File: config.mk
export PLATFORM = sky130hd
export DESIGN_NAME = router_switch
export DESIGN_NICKNAME = d
export VERILOG_FILES = /design/src/rtl/router_pkg.sv /design/src/rtl/rr_output_alloc.sv /design/src/rtl/router_switch.sv
export SDC_FILE = /design/constraint.sdc
export NUM_CORES = 1
export LEC_CHECK = 0
export CAP_MARGIN = 20
export CORE_ASPECT_RATIO = 1.75
export CORE_MARGIN = 2
export CORE_UTILIZATION = 59
export DETAILED_ROUTE_END_ITERATION = 8
export HOLD_SLACK_MARGIN = 0.02
export PLACE_DENSITY_LB_ADDON = 0.12
export SLEW_MARGIN = 0
export SYNTH_ARGS = -nofsm -noshare
export SYNTH_HDL_FRONTEND = slang
export SYNTH_SLANG_ARGS = --single-unit
export TNS_END_PERCENT = 20
File: constraint.sdc
create_clock -name clk -period 6.5 [get_ports clk]
set_input_delay 1.3 -clock clk [delete_from_list [all_inputs] [get_ports clk]]
set_output_delay 1.3 -clock clk [all_outputs]
set_load 0.02 [all_outputs]
File: src/rtl/router_pkg.sv
// router_pkg: shared definitions for router_switch and rr_output_alloc.
//   state_t   - per-output allocator state (IDLE=0, BUSY=1, RELEASE=2)
//   CNT_WIDTH - width of the optional statistics counters
//   CNT_MAX   - saturation value of those counters
package router_pkg;

    typedef enum logic [1:0] {
        IDLE    = 2'd0,
        BUSY    = 2'd1,
        RELEASE = 2'd2
    } state_t;

    localparam int                   CNT_WIDTH = 16;
    localparam logic [CNT_WIDTH-1:0] CNT_MAX   = '1;

endpackage

File: src/rtl/rr_output_alloc.sv
// rr_output_alloc: per-output round-robin allocator FSM.
// Ports:
//   clk, reset  - clock, asynchronous active-low reset
//   i_cand      - inputs eligible for this output (request, destination match, not owned)
//   i_rx_req    - raw input requests, used to detect the release of the owning input
//   i_tx_done   - end-of-packet pulse from this output's transmitter
//   o_state     - registered FSM state
//   o_sel       - registered index of the input currently owned
module rr_output_alloc
    import router_pkg::*;
#(
    parameter int CHANNELS = 5,
    parameter int SEL_BITS = 3
) (
    input  logic                clk,
    input  logic                reset,
    input  logic [CHANNELS-1:0] i_cand,
    input  logic [CHANNELS-1:0] i_rx_req,
    input  logic                i_tx_done,
    output state_t              o_state,
    output logic [SEL_BITS-1:0] o_sel
);

    state_t              r_state;
    logic [SEL_BITS-1:0] r_sel;
    logic [SEL_BITS-1:0] r_ptr;

    logic                w_found;
    logic [SEL_BITS-1:0] w_pick;
    logic [SEL_BITS-1:0] w_idx;

    // Scan candidates starting at the round-robin pointer, wrapping modulo CHANNELS.
    always_comb begin
        w_found = 1'b0;
        w_pick  = '0;
        w_idx   = '0;
        for (int unsigned k = 0; k < CHANNELS; k++) begin
            w_idx = SEL_BITS'((32'(r_ptr) + k) % CHANNELS);
            if (!w_found && i_cand[w_idx]) begin
                w_found = 1'b1;
                w_pick  = w_idx;
            end
        end
    end

    always_ff @(posedge clk or negedge reset) begin
        if (!reset) begin
            r_state <= IDLE;
            r_sel   <= '0;
            r_ptr   <= '0;
        end else begin
            unique case (r_state)
                IDLE: begin
                    if (w_found) begin
                        r_state <= BUSY;
                        r_sel   <= w_pick;
                        r_ptr   <= (32'(w_pick) == CHANNELS - 1) ? '0 : w_pick + 1'b1;
                    end
                end
                BUSY: begin
                    if (i_tx_done) r_state <= RELEASE;
                end
                RELEASE: begin
                    // Hold the grant until the owning input drops its request.
                    if (!i_rx_req[r_sel]) r_state <= IDLE;
                end
                default: r_state <= IDLE;
            endcase
        end
    end

    assign o_state = r_state;
    assign o_sel   = r_sel;

endmodule

File: src/rtl/router_switch.sv
// router_switch: CHANNELS x CHANNELS packet switch with per-output round-robin
// allocation and a combinational buffer-address / flit-data crossbar.
// Ports:
//   clk, reset                 - clock, asynchronous active-low reset
//   rx_req/rx_dest/rx_ack      - per-input request, destination and grant
//   rx_buf_addr/rx_buf_data    - read port into each input's flit buffer
//   tx_req/tx_done             - per-output packet-available and end-of-packet
//   tx_buf_addr/tx_buf_data    - read port presented to each transmitter
// Optional (macro ROUTER_SWITCH_STATS_EN):
//   grant_count                - per-output saturating grant counters
//   bad_dest_count             - saturating count of cycles with an invalid destination request
module router_switch
    import router_pkg::*;
#(
    parameter int CHANNELS   = 5,
    parameter int FLIT_WIDTH = 8,
    parameter int ADDR_BITS  = 3,
    parameter int DEST_BITS  = 3
) (
    input  logic                             clk,
    input  logic                             reset,
    input  logic [CHANNELS-1:0]              rx_req,
    input  logic [CHANNELS*DEST_BITS-1:0]    rx_dest,
    output logic [CHANNELS-1:0]              rx_ack,
    output logic [CHANNELS*ADDR_BITS-1:0]    rx_buf_addr,
    input  logic [CHANNELS*FLIT_WIDTH-1:0]   rx_buf_data,
    output logic [CHANNELS-1:0]              tx_req,
    input  logic [CHANNELS-1:0]              tx_done,
    input  logic [CHANNELS*ADDR_BITS-1:0]    tx_buf_addr,
    output logic [CHANNELS*FLIT_WIDTH-1:0]   tx_buf_data
`ifdef ROUTER_SWITCH_STATS_EN
    ,
    output logic [CHANNELS*CNT_WIDTH-1:0]    grant_count,
    output logic [CNT_WIDTH-1:0]             bad_dest_count
`endif
);

    localparam int SEL_BITS = (CHANNELS > 1) ? $clog2(CHANNELS) : 1;

    logic [DEST_BITS-1:0]  w_dest    [CHANNELS];
    logic [ADDR_BITS-1:0]  w_tx_addr [CHANNELS];
    logic [ADDR_BITS-1:0]  w_rx_addr [CHANNELS];
    logic [FLIT_WIDTH-1:0] w_rx_data [CHANNELS];
    logic [FLIT_WIDTH-1:0] w_tx_data [CHANNELS];
    state_t                w_state   [CHANNELS];
    logic [SEL_BITS-1:0]   w_sel     [CHANNELS];
    logic [CHANNELS-1:0]   w_cand    [CHANNELS];
    logic [CHANNELS-1:0]   w_owned;

    for (genvar c = 0; c < CHANNELS; c++) begin : g_port
        assign w_dest[c]    = rx_dest[c*DEST_BITS +: DEST_BITS];
        assign w_tx_addr[c] = tx_buf_addr[c*ADDR_BITS +: ADDR_BITS];
        assign w_rx_data[c] = rx_buf_data[c*FLIT_WIDTH +: FLIT_WIDTH];
        assign rx_buf_addr[c*ADDR_BITS +: ADDR_BITS]    = w_rx_addr[c];
        assign tx_buf_data[c*FLIT_WIDTH +: FLIT_WIDTH]  = w_tx_data[c];
        assign tx_req[c] = (w_state[c] == BUSY);

        rr_output_alloc #(
            .CHANNELS (CHANNELS),
            .SEL_BITS (SEL_BITS)
        ) u_alloc (
            .clk       (clk),
            .reset     (reset),
            .i_cand    (w_cand[c]),
            .i_rx_req  (rx_req),
            .i_tx_done (tx_done[c]),
            .o_state   (w_state[c]),
            .o_sel     (w_sel[c])
        );
    end

    // An input is owned (and acknowledged) while any output is out of IDLE with it selected.
    always_comb begin
        w_owned = '0;
        for (int unsigned o = 0; o < CHANNELS; o++) begin
            if (w_state[o] != IDLE) w_owned[w_sel[o]] = 1'b1;
        end
    end

    assign rx_ack = w_owned;

    // Out-of-range destinations never match an output index, so they are never candidates.
    always_comb begin
        for (int unsigned o = 0; o < CHANNELS; o++) begin
            w_cand[o] = '0;
            for (int unsigned i = 0; i < CHANNELS; i++) begin
                w_cand[o][i] = rx_req[i] && (32'(w_dest[i]) == o) && !w_owned[i];
            end
        end
    end

    always_comb begin
        for (int unsigned c = 0; c < CHANNELS; c++) begin
            w_rx_addr[c] = '0;
            w_tx_data[c] = '0;
        end
        for (int unsigned o = 0; o < CHANNELS; o++) begin
            if (w_state[o] == BUSY) begin
                w_rx_addr[w_sel[o]] = w_tx_addr[o];
                w_tx_data[o]        = w_rx_data[w_sel[o]];
            end
        end
    end

`ifdef ROUTER_SWITCH_STATS_EN
    logic [CNT_WIDTH-1:0] r_grant_cnt [CHANNELS];
    logic [CNT_WIDTH-1:0] r_bad_cnt;
    logic                 w_bad;

    always_comb begin
        w_bad = 1'b0;
        for (int unsigned i = 0; i < CHANNELS; i++) begin
            if (rx_req[i] && (32'(w_dest[i]) >= CHANNELS)) w_bad = 1'b1;
        end
    end

    // A grant happens on exactly the edges where an IDLE output has any candidate.
    always_ff @(posedge clk or negedge reset) begin
        if (!reset) begin
            for (int unsigned o = 0; o < CHANNELS; o++) r_grant_cnt[o] <= '0;
            r_bad_cnt <= '0;
        end else begin
            for (int unsigned o = 0; o < CHANNELS; o++) begin
                if ((w_state[o] == IDLE) && (|w_cand[o]) && (r_grant_cnt[o] != CNT_MAX))
                    r_grant_cnt[o] <= r_grant_cnt[o] + 1'b1;
            end
            if (w_bad && (r_bad_cnt != CNT_MAX)) r_bad_cnt <= r_bad_cnt + 1'b1;
        end
    end

    for (genvar c = 0; c < CHANNELS; c++) begin : g_stats
        assign grant_count[c*CNT_WIDTH +: CNT_WIDTH] = r_grant_cnt[c];
    end
    assign bad_dest_count = r_bad_cnt;
`endif

endmodule

==> results.toml, run 1 <==
[clock_network]
cts_tree = "done"
cts_hold_buf = 0
cts_buffers = 5
clk_latency_ns = 0.30
cts_buffer_depth = 2
clkTransAtPathRegs_ns = 0.06
post_cts_resized = 0
h-tree-depth = 2
cts_setup_buffers = 0
clockRootBuffer = "clkbuf_16"
cts.sinks = 40

[route]
wl_per_cell_um = 19.9
first_iter_violations = 1111
ant_nets = 0
wl_um = 37600
drc = 0
vias = 12700
vias_per_cell = 6.71
first_pass_iters = 5

[setup_path]
slowest_stage = "mux2i_1"
path_class = "reg2reg"
endpoint_kind = "register"
reg2reg_to = "g_port[2].u_alloc.r_ptr[2]"
critPathLaunchType = "register"
cp_top_family = "compound AO/OA/AOI/OAI gates"
rr_startpoint = "g_port[2].u_alloc.r_ptr[1]"
worst-path-max-fanout = 11
regToRegSetupSlack_ns = 0.82
r2r_cells = 25
crit_buf_inv = 5
worstPathRequired_ns = 6.71
arrival_ns = 5.88
cpPeakStageDelay_ns = 0.55

[global_route]
grt_max_degree = 41
use_met3_pct = 4.96
busiest_layer = "met2"
grt_usage_pct = 36.0
grt_util_met1_pct = 40.8
use_met2_pct = 63.5
antenna_found_initial = 0
grt_pass1_vias = 12100
grt_pass1_wl_um = 59300
overflow = 0

[synth]
synthesis.area_sq_um = 11200
synth_edf_count = 0
synth-seq-area-share_pct = 8.90
ys_async_sr_fraction_pct = 100
synth_fp_nets = 1757
synth_top_flop_cell = "dfrtp_1"
ys_types = 100
synth_cells = 1564
synth-seq-cells = 40
avgSynthCellArea_sq_um = 7.19
yosysWarnings = 0

[die]
core_sq_um = 18700
die_h_um = 187
die_w_um = 108
ioPinCount = 147
die_area_sq_um = 20200
rows = 66
start_util_pct = 60.2

[timing]
fmax_mhz = 176
hold_violations = 0
finalCriticalPeriod_ns = 5.68
fin_crit_sh_pct = 87.4
setup-tns-final_ns = 0
rsz0062_at_grt = "no"
slew_violations = 0
finClkSkew_ns = 0.00956
finalSetupViolCount = 0
max-slew-margin-rel_pct = 25.3
hold_slack_ns = 0.539
tightest_slew_ns = 1.12

[finish]
nNetsFinal = 1847
drive_gt1_share_pct = 4.77
mostFrequentLayoutCells = "165 x a21oi_1, 151 x nor2_1, 145 x clkdlybuf4s50_1, 115 x nand2_1, 109 x ha_1"
seq_area_sq_um = 1000
area_growth_pct = 15.0
diodes = 0
fillerInstances = 1692
multi_input_area_sq_um = 9550
final_common_cell = "a21oi_1"

[placed_design]
detailed_place_hpwl_um = 29500
port_buffers = 146
gp_congestion = 1.05

[min_path]
whs_path_depth = 1
hold_start = "g_port[0].u_alloc.o_state[1]"
whs_endpoint = "g_port[0].u_alloc.o_state[1]"
holdCritPathClass = "reg2reg"

[flow_run]
drv_cap = 0

[pwr]
peakVddDrop_v = 0.000395
p_comb_share_pct = 88.3
p_switching_uw = 4260
switching_share_pct = 57.8
power.leakage_uw = 0.00539
pwr-share-seq_pct = 8.1
power_density_nw_per_um2 = 570
p_int_uw = 3110
p_clk_share_pct = 3.5

[run_status]
status = "finished clean"
state kept, by name, indices dropped and copies added, names as in the netlist:
name and cells:
g_port.u_alloc.o_sel 15, g_port.u_alloc.o_state 10, g_port.u_alloc.r_ptr 15
through the flow:
| stage | total power (uW) | worst slack [ns] | util (%) | instances | instance area [sq um] |
|---|---|---|---|---|---|
| after floorplan | 5350 | 1.15 | - | 1564 | 11200 |
| after global placement | 6820 | 1.16 | 68.4 | 1885 | 12800 |
| after detailed placement | 6960 | 0.954 | 68.4 | 1885 | 12800 |
| after CTS | 7250 | 0.922 | 69.3 | 1893 | 12900 |
| after global routing | 8010 | 0.347 | 69.3 | 1893 | 12900 |
| final | 7370 | 0.822 | 69.3 | 1893 | 12900 |
worst max-delay path by stage:
stage / start / to / slack, ns / depth (start not counted)
2_1_floorplan: g_port[3].u_alloc.r_ptr[0] / g_port[3].u_alloc.r_ptr[1] / 1.15 / 23
3_3_place_gp: g_port[3].u_alloc.r_ptr[1] / g_port[3].u_alloc.r_ptr[1] / 1.16 / 22
4_1_cts: g_port[2].u_alloc.r_ptr[1] / g_port[2].u_alloc.r_ptr[2] / 0.92 / 25
5_1_grt: g_port[2].u_alloc.r_ptr[1] / g_port[2].u_alloc.r_ptr[2] / 0.35 / 25
6_report: g_port[2].u_alloc.r_ptr[1] / g_port[2].u_alloc.r_ptr[2] / 0.82 / 25
3_5_place_dp: g_port[2].u_alloc.r_ptr[1] / g_port[2].u_alloc.r_ptr[2] / 0.95 / 25
synthesized netlist by cell type (9+ instances only):
| cell type | instances | area share [%] |
|---|---|---|
| nor4_1 | 9 | 0.50 |
| a21o_1 | 14 | 0.93 |
| dfrtp_1 | 40 | 8.9 |
| a221oi_1 | 14 | 1.1 |
| nor3_1 | 38 | 1.7 |
| or3_1 | 11 | 0.61 |
| xnor2_1 | 42 | 3.3 |
| nand3_1 | 27 | 1.2 |
| nand3b_1 | 11 | 0.73 |
| o21ai_0 | 79 | 3.5 |
| a21oi_1 | 165 | 7.3 |
| a31oi_1 | 15 | 0.83 |
| nor3b_1 | 16 | 1.1 |
| o211ai_1 | 10 | 0.67 |
| buf_2 | 17 | 0.76 |
| o22ai_1 | 11 | 0.61 |
| a22oi_1 | 45 | 3.0 |
| nand2_1 | 115 | 3.8 |
| o31ai_1 | 17 | 1.1 |
| nor2b_1 | 22 | 1.2 |
| ha_1 | 109 | 12 |
| mux2_2 | 15 | 1.5 |
| clkbuf_1 | 48 | 1.6 |
| and3_1 | 14 | 0.78 |
| and2_1 | 16 | 0.89 |
| nand4_1 | 11 | 0.61 |
| a211oi_1 | 16 | 1.1 |
| mux2i_1 | 100 | 8.9 |
| nand4b_1 | 9 | 0.70 |
| inv_1 | 96 | 3.2 |
| nand2b_1 | 45 | 2.5 |
| nor2_1 | 151 | 5.0 |
| buf_1 | 9 | 0.30 |
cell families after synthesis:
family / synth area share, %
buffers and inverters: 6.13
multiplexers: 12.8
AO/OA/AOI/OAI: 29.3
XOR/XNOR: 3.73
adder cells (fa/ha/maj): 12.7
flip-flops: 8.90
AND/OR/NAND/NOR: 26.4
final cells by class:
class	instances	share of cell area (%)
well taps	238	2.30
inverters	98	2.85
repair buffers	159	12.0
flip-flops and latches	40	7.74
multi-input cells	1350	73.9
clock buffers	6	1.07
clock inverters	2	0.116
power by group through the flow:
stage | sequential (uW) | combinational (uW) | clock [uW]
2_1_floorplan | 444 | 4910 | 0
3_3_place_gp | 592 | 6230 | 0
3_5_place_dp | 596 | 6370 | 0
4_1_cts | 592 | 6400 | 260
5_1_grt | 619 | 7120 | 272
6_report | 600 | 6510 | 260
per-layer routing:
metal / wire length (um) / share of wire (%)
met1: 13900 / 37
met2: 18700 / 50
met3: 2890 / 7.7
met4: 2140 / 5.7
met5: 0 / 0
No activity file was read; power rests on OpenSTA's default activity.
==> inputs of run 2 (changes only) <==
--- a/config.mk
+++ b/config.mk
@@ -16,4 +16,4 @@
 export SYNTH_ARGS = -nofsm -noshare
 export SYNTH_HDL_FRONTEND = slang
 export SYNTH_SLANG_ARGS = --single-unit
-export TNS_END_PERCENT = 20
+export TNS_END_PERCENT = 10
==> results of run 2 <==
The final DEF is identical to that of run 1; final timing and power are the same.
==> inputs of run 3 (changes only) <==
--- a/config.mk
+++ b/config.mk
@@ -12,7 +12,7 @@
 export DETAILED_ROUTE_END_ITERATION = 8
 export HOLD_SLACK_MARGIN = 0.02
 export PLACE_DENSITY_LB_ADDON = 0.12
-export SLEW_MARGIN = 0
+export SLEW_MARGIN = 20
 export SYNTH_ARGS = -nofsm -noshare
 export SYNTH_HDL_FRONTEND = slang
 export SYNTH_SLANG_ARGS = --single-unit
==> results.toml, run 3 (synthesized netlist as in run 1, its figures left out) <==
[placed_design]
dp_slack_ns = 0.954
gp_congestion = 1.05
detailed_place_hpwl_um = 29500
port_buffers = 146

[route]
first_pass_iters = 7
drc = 0
first_iter_violations = 1101
wl_um = 37700
ant_nets = 0
vias_per_cell = 6.70
vias = 12700
wl_per_cell_um = 19.9

[finish]
diodes = 0
final_common_cell = "a21oi_1"
final_util_pct = 69.3
mostFrequentLayoutCells = "165 x a21oi_1, 151 x nor2_1, 145 x clkdlybuf4s50_1, 115 x nand2_1, 109 x ha_1"
nNetsFinal = 1848
area_growth_pct = 15.0
drive_gt1_share_pct = 4.83

[die]
die_area_sq_um = 20200
ioPinCount = 147
die_w_um = 108
rows = 66
die_h_um = 187
start_util_pct = 60.2
core_sq_um = 18700

[setup_path]
critPathLaunchType = "register"
regToRegSetupSlack_ns = 0.82
arrival_ns = 5.89
slowest_stage = "mux2i_1"
path_class = "reg2reg"
crit_buf_inv = 5
worst-path-max-fanout = 11
worstPathRequired_ns = 6.70
endpoint_kind = "register"
cp_top_family = "compound AO/OA/AOI/OAI gates"
cpPeakStageDelay_ns = 0.55

[clock_network]
cts_buffers = 5
h-tree-depth = 2
clockRootBuffer = "clkbuf_16"
cts_tree = "done"
cts_hold_buf = 0
clk_latency_ns = 0.29
cts_setup_buffers = 0
post_cts_resized = 0
cts_buffer_depth = 2
clkTransAtPathRegs_ns = 0.06
cts.sinks = 40

[flow_run]
drv_cap = 0

[global_route]
overflow = 0
grt_pass1_vias = 12100
antenna_found_initial = 0
grt_usage_pct = 36.0
grt_pass1_wl_um = 59300
grt_max_degree = 41

[min_path]
holdCritPathClass = "reg2reg"

[run_status]
status = "finished clean"

[timing]
setup_ws_ns = 0.818
fmax_mhz = 176
finClkSkew_ns = 0.00839
tightest_slew_ns = 1.12
finalSetupViolCount = 0
setup-tns-final_ns = 0
finalCriticalPeriod_ns = 5.68
rsz0062_at_grt = "no"
max-slew-margin-rel_pct = 25.3
slew_violations = 0
hold_violations = 0
fin_crit_sh_pct = 87.4
hold_slack_ns = 0.535

[pwr]
pwr-share-seq_pct = 8.1
p_switching_uw = 4260
switching_share_pct = 57.7
power_density_nw_per_um2 = 570
power.leakage_uw = 0.00539
p_clk_share_pct = 3.5
peakVddDrop_v = 0.000396
p_int_uw = 3110
p_comb_share_pct = 88.4
## run 3: cell count changes in the layout (fill, tap and decap cells not counted)
cell and delta:
clkbuf_2 +1
## run 3: area by class of cell
cell class / instances / area, sq um
clock inverter: 2 / 15.0
inverter: 98 / 368
tap: 238 / 298
multi-input combinational: 1350 / 9550
timing repair buffer: 160 / 1560
sequential: 40 / 1000
clock buffer: 6 / 139
fill: 1691 / 5730
## run 3: final timing paths
path	cells after the start	start	end
min in group asynchronous	1	reset	g_port[4].u_alloc.r_ptr[1]
hold reg to reg	1	g_port[4].u_alloc.o_state[1]	g_port[4].u_alloc.o_state[1]
max in group asynchronous	1	reset	g_port[0].u_alloc.o_sel[1]
hold / removal	1	g_port[4].u_alloc.o_state[1]	g_port[4].u_alloc.o_state[1]
setup / recovery	25	g_port[2].u_alloc.r_ptr[1]	g_port[2].u_alloc.r_ptr[2]
setup reg to reg	25	g_port[2].u_alloc.r_ptr[1]	g_port[2].u_alloc.r_ptr[2]
## run 3: power groups by stage
stage	sequential, uW	combinational, uW	clock (uW)
floorplan	444	4910	0
global placement	592	6230	0
detailed placement	596	6370	0
CTS	592	6400	260
global route	619	7120	272
finish	599	6510	259
## run 3: stage by stage
step                      cell area, sq um  instances  total power, uW
final                                12900       1894             7370
after floorplan                      11200       1564             5350
after global routing                 12900       1894             8010
after CTS                            12900       1893             7250
after detailed placement             12800       1885             6960
after global placement               12800       1885             6820
## run 3: per-layer routing
layer	wire length (um)	track usage, %	vias to the layer above
met5	0	0	-
met4	2150	19.7	0
met3	2910	4.96	155
met2	18800	63.5	656
met1	13900	40.8	5902
li1	-	-	5971
==> patch 1 (flow settings as in run 1) <==
`DEST_BITS`: 3 -> 6.
--- a/src/rtl/router_switch.sv
+++ b/src/rtl/router_switch.sv
@@ -16,5 +16,5 @@
     parameter int FLIT_WIDTH = 8,
     parameter int ADDR_BITS  = 3,
-    parameter int DEST_BITS  = 3
+    parameter int DEST_BITS  = 6
 ) (
     input  logic                             clk,
Interface: changed (resized rx_dest); port bits go from 147 to 162. No check against the original RTL was run, so the function may have changed too.
==> patch 1 against run 1 <==
- sequential cell count unchanged
- sequential share of layout area fell by 0.59 points
- global-route usage is 2.8 points higher
- core utilization is essentially flat
- combinational power up 7.2%
- total power is 7.0% higher
- hold slack gained 0.015 ns
- routed wire length rose by 17%
- setup slack worse by 0.31 ns
- area after synthesis increased by 7.7%
- cell area is 8.2% higher
- critical endpoint is now g_port[0].u_alloc.r_ptr[1]
- largest power group unchanged
==> patch 1: results (changes against run 1) <==
Worst setup path
  – CP arrival: 6.18 ns (was 5.88 ns)
  – Crit-path max FO: 10 (was 11)
  – Slowest stage delay, CP: 0.50 ns (was 0.55 ns)
  – CP max stage cell: dfrtp_1 (was mux2i_1)

Route
  – Initial DRC count: 1492 (was 1111)
  – DR top layer: met4 (unchanged)
  – Wire length per cell: 21.2 um (was 19.9 um)
  – Post-Route WL: 44100 um (was 37600 um)
  – Routed wl met3: 3190 um (was 2890 um)
  – Vias per cell: 6.85 (was 6.71)
  – WL met1: 16000 um (was 13900 um)
  – Detailed Routing Iterations Pass 1: 9 (was 5)
  – Met2 wire len: 21300 um (was 18700 um)

Logic synthesis
  – Syn nets: 1941 (was 1757)
  – Xor/xnor share of the synthesized area: 3.74% (was 3.73%)
  – Async SR Flop Fraction: 100% (unchanged)
  – Post-synth top cells: a21oi_1 (188), nor2_1 (184), nand2_1 (115), ha_1 (113), inv_1 (101) (was a21oi_1 (165), nor2_1 (151), nand2_1 (115), ha_1 (109), mux2i_1 (100))
  – Top cells by area, synth: ha_1 (12%), dfrtp_1 (8.3%), a21oi_1 (7.8%) (was ha_1 (12%), dfrtp_1 (8.9%), mux2i_1 (8.9%))
  – Mux contribution to synthesized area: 10.8% (was 12.8%)
  – Sequential share of the synthesized area: 8.27% (was 8.90%)
  – Synthesized-area fraction occupied by adder cells: 12.2% (was 12.7%)
  – Synth Area in Compound Gates: 29.1% (was 29.3%)
  – Number of library cell types mapped by synthesis: 101 (was 100)
  – Mapped Avg Cell Area: 7.00 um^2 (was 7.19 um^2)

Power
  – Total Power: 7880 uW (was 7370 uW)
  – Clock share of power: 3.9% (was 3.5%)
  – P_leak: 0.00576 uW (was 0.00539 uW)
  – Comb power frac: 88.6% (was 88.3%)
  – Peak VDD IR: 529 uV (was 395 uV)
  – Net switching power figure: 4640 uW (was 4260 uW)

Global route
  – Met3 Usage GRT: 4.73% (was 4.96%)
  – Vias in the first global route: 13600 (was 12100)
  – M1 GR Usage: 42.9% (was 40.8%)
  – All-layer global routing usage: 38.8% (was 36.0%)
  – Largest net degree at the start of global routing: 41 (unchanged)
  – Met2 GRT Util: 67.8% (was 63.5%)
  – Global-route wire length before repair: 69100 um (was 59300 um)
  – Initial antenna violation count: 1 (was 0)

Placement
  – Post-placement setup slack: 0.679 ns (was 0.954 ns)
  – Placed Area: 13800 um^2 (was 12800 um^2)
  – Placed cells: 2075 (was 1885)
  – Hpwl dp: 34700 um (was 29500 um)
  – RD Place Congestion: 1.02 (was 1.05)
  – Port Buffer Count: 161 (was 146)

CTS
  – CTS Buffer Depth: 2 (unchanged)

Finish
  – FILL cells: 1785 (was 1692)
  – Final net count: 2046 (was 1847)
  – Layout cells sized above 1: 5.67% (was 4.77%)

Status
  – Status: finished clean (unchanged)

Timing
  – Clk_skew: 0.0101 ns (was 0.00956 ns)
  – Worst slew pin tran: 1.10 ns (was 1.12 ns)
## patch 1: cell count changes after synthesis, moves of 14 or more
cell / delta
buf_2: +14
o21ai_0: -14
nor3_1: +30
nor2_1: +33
nand3_1: +23
a21oi_1: +23
## patch 1: worst reg2reg max path: cells and delay by family (launching register included)
kind,cells,cell delay (ns)
AO/OA/AOI/OAI,6,1.64
adder cells (fa/ha/maj),5,1.47
XOR/XNOR,1,0.11
multiplexers,1,0.45
flip-flops,1,0.50
buffers and inverters,5,0.58
AND/OR/NAND/NOR,6,1.13
## patch 1: layout make-up
type                            instances  area, um^2  area share (%)
Timing Repair Buffer                  187        1800            12.9
Multi-Input combinational cell       1496       10300            73.7
Inverter                              104         390            2.79
Sequential cell                        40        1000            7.16
Clock buffer                            5         125           0.895
Clock inverter                          3        42.5           0.304
Tap cell                              248         310            2.22
Antenna cell                            1        2.50          0.0179
## patch 1: worst paths after layout
check                                              from                           end  slack [ns]  depth (start not counted)
min                        g_port[0].u_alloc.o_state[1]  g_port[0].u_alloc.o_state[1]        0.55                          1
min reg2reg                g_port[0].u_alloc.o_state[1]  g_port[0].u_alloc.o_state[1]        0.55                          1
max reg2reg                  g_port[0].u_alloc.r_ptr[1]    g_port[0].u_alloc.r_ptr[1]        0.51                         24
max in group asynchronous                         reset    g_port[3].u_alloc.r_ptr[1]        4.96                          2
max                          g_port[0].u_alloc.r_ptr[1]    g_port[0].u_alloc.r_ptr[1]        0.51                         24
min in group asynchronous                         reset    g_port[2].u_alloc.r_ptr[2]        1.09                          2
## patch 1: logic make-up (layout without fill, tap and decap cells)
family	count (synthesis)	in the layout
other cells	0	1
buf+inv	193	299
simple gates	674	674
xor+xnor	50	50
compound gates	533	533
fa+ha+maj	117	117
mux	122	122
flops	40	40
==> patch 2 (config.mk and constraints of run 1) <==
Made on the original files. The option `ROUTER_SWITCH_STATS_EN` is turned on by a define.
--- a/src/rtl/router_switch.sv
+++ b/src/rtl/router_switch.sv
@@ -10,4 +10,6 @@
 //   grant_count                - per-output saturating grant counters
 //   bad_dest_count             - saturating count of cycles with an invalid destination request
+`define ROUTER_SWITCH_STATS_EN
+
 module router_switch
     import router_pkg::*;
New outputs: bad_dest_count and grant_count. Function: not settled (the Yosys comparison gave no result); the edit may change what the design does.
==> patch 2 against run 1 <==
- cell area is 52% higher
- count of clock-buffer cells in the layout grew 15
- area after synthesis rose by 45%
- core utilization grew 3.1 points
- critical path type unchanged
- critical endpoint is now g_port[1].u_alloc.r_ptr[2]
- sequential cell count up 96
- maximum frequency shrank 4.9%
- total power rose by 42%
- largest cell class unchanged
- setup slack worse by 0.29 ns
- routed wire length up 52%
==> patch 2: results (changes against run 1) <==
Finish
  – Final net count: 2449 (was 1847)
  – Post-route insts no fill: 2622 (was 1893)
  – Syn-to-layout area delta: 20.7% (was 15.0%)
  – Layout cells sized above 1: 7.73% (was 4.77%)

Placement
  – RD Place Congestion: 1.01 (was 1.05)
  – Post-placement setup slack: 0.629 ns (was 0.954 ns)
  – Port Buffer Count: 242 (was 146)
  – Placed Area: 19100 um^2 (was 12800 um^2)
  – Hpwl dp: 44200 um (was 29500 um)

Global route
  – Initial antenna violation count: 2 (was 0)
  – Global-route wire length before repair: 89400 um (was 59300 um)
  – Largest net degree at the start of global routing: 74 (was 41)

Logic synthesis
  – Mapped Avg Cell Area: 8.02 um^2 (was 7.19 um^2)
  – Post-synth top cells: nor2_1 (184), nand2_1 (161), dfrtp_1 (136), ha_1 (122), xnor2_1 (100) (was a21oi_1 (165), nor2_1 (151), nand2_1 (115), ha_1 (109), mux2i_1 (100))
  – Synth top area share: 20.9% (was 12.1%)
  – Sequential share of the synthesized area: 20.9% (was 8.90%)
  – Top cells by area, synth: dfrtp_1 (21%), ha_1 (9.4%), xnor2_1 (5.4%) (was ha_1 (12%), dfrtp_1 (8.9%), mux2i_1 (8.9%))
  – Number of library cell types mapped by synthesis: 92 (was 100)

Min path
  – Hold Crit Start: bad_dest_count[9] (was g_port[0].u_alloc.o_state[1])
  – Hold Path End: bad_dest_count[9] (was g_port[0].u_alloc.o_state[1])

Worst setup path
  – Crit. End Element: flip-flop (unchanged)
  – Worst setup path startpoint: g_port[1].u_alloc.r_ptr[1] (was g_port[2].u_alloc.r_ptr[1])
  – Crit-path max FO: 12 (was 11)
  – CP arrival: 6.33 ns (was 5.88 ns)
  – Worst r2r dst: g_port[1].u_alloc.r_ptr[2] (was g_port[2].u_alloc.r_ptr[2])

CTS
  – H-tree depth: 4 (was 2)
  – CTS buffer count: 17 (was 5)
  – Clk_lat worst skew: 0.45 ns (was 0.30 ns)

Timing
  – Tmin final: 5.97 ns (was 5.68 ns)
  – Hold slack: 0.489 ns (was 0.539 ns)
  – Clk_skew: 0.0106 ns (was 0.00956 ns)
  – Worst slew pin tran: 1.14 ns (was 1.12 ns)

Route
  – Detailed Routing Iterations Pass 1: 6 (was 5)
  – Post-Route WL: 57300 um (was 37600 um)
  – Initial DRC count: 1065 (was 1111)
  – Total number of vias: 17300 (was 12700)

Power
  – P_leak: 0.00816 uW (was 0.00539 uW)

Status
  – Status: finished clean (unchanged)
## patch 2: critical path: stages, from the launching register on
cell	delay [ns]
dfrtp_1	0.45
inv_2	0.22
ha_1	0.28
inv_1	0.08
ha_1	0.35
inv_1	0.11
ha_1	0.24
o31ai_1	0.28
xnor2_1	0.22
ha_1	0.26
nor2b_1	0.17
nor2_1	0.07
o31ai_1	0.40
mux2i_1	0.39
mux2_2	0.37
o22a_1	0.22
and4b_1	0.31
a211oi_1	0.07
o2bb2ai_1	0.33
inv_1	0.08
ha_1	0.19
or4_1	0.53
a41oi_1	0.24
## patch 2: logic make-up (layout without fill, tap and decap cells)
logic type,count (synthesis),in the layout,share of synthesized area (%)
adder cells (fa/ha/maj),125,125,9.73
flip-flops,136,136,20.9
multiplexers,156,156,10.6
AO/OA/AOI/OAI,531,531,23.2
other,0,1,0
AND/OR/NAND/NOR,759,759,23.9
XOR/XNOR,135,135,7.25
buffers and inverters,192,410,4.49
## patch 2: cell type report
type,count,area (um^2)
repair buffers,275,2670
clock buffers,21,450
fillers,2223,7530
flip-flops and latches,136,3400
inverters,106,398
multi-input cells,1706,12200
well taps,369,462
diodes,1,2.50
clock inverters,8,124
## patch 2: layer usage
layer	global-route usage, %	share of wire, %	vias up
li1	-	-	7988
met1	40.2	35	8266
met2	67.2	49	779
met3	10.2	8.2	267
met4	27.1	7.5	2
met5	0	0.023	-
## patch 2: where the power goes
group / internal [uW] / switching [uW] / leakage (uW) / total, uW
clock: 606 / 396 / 0.000275 / 1000
combinational: 3240 / 4780 / 0.00611 / 8020
sequential: 1060 / 374 / 0.00178 / 1430
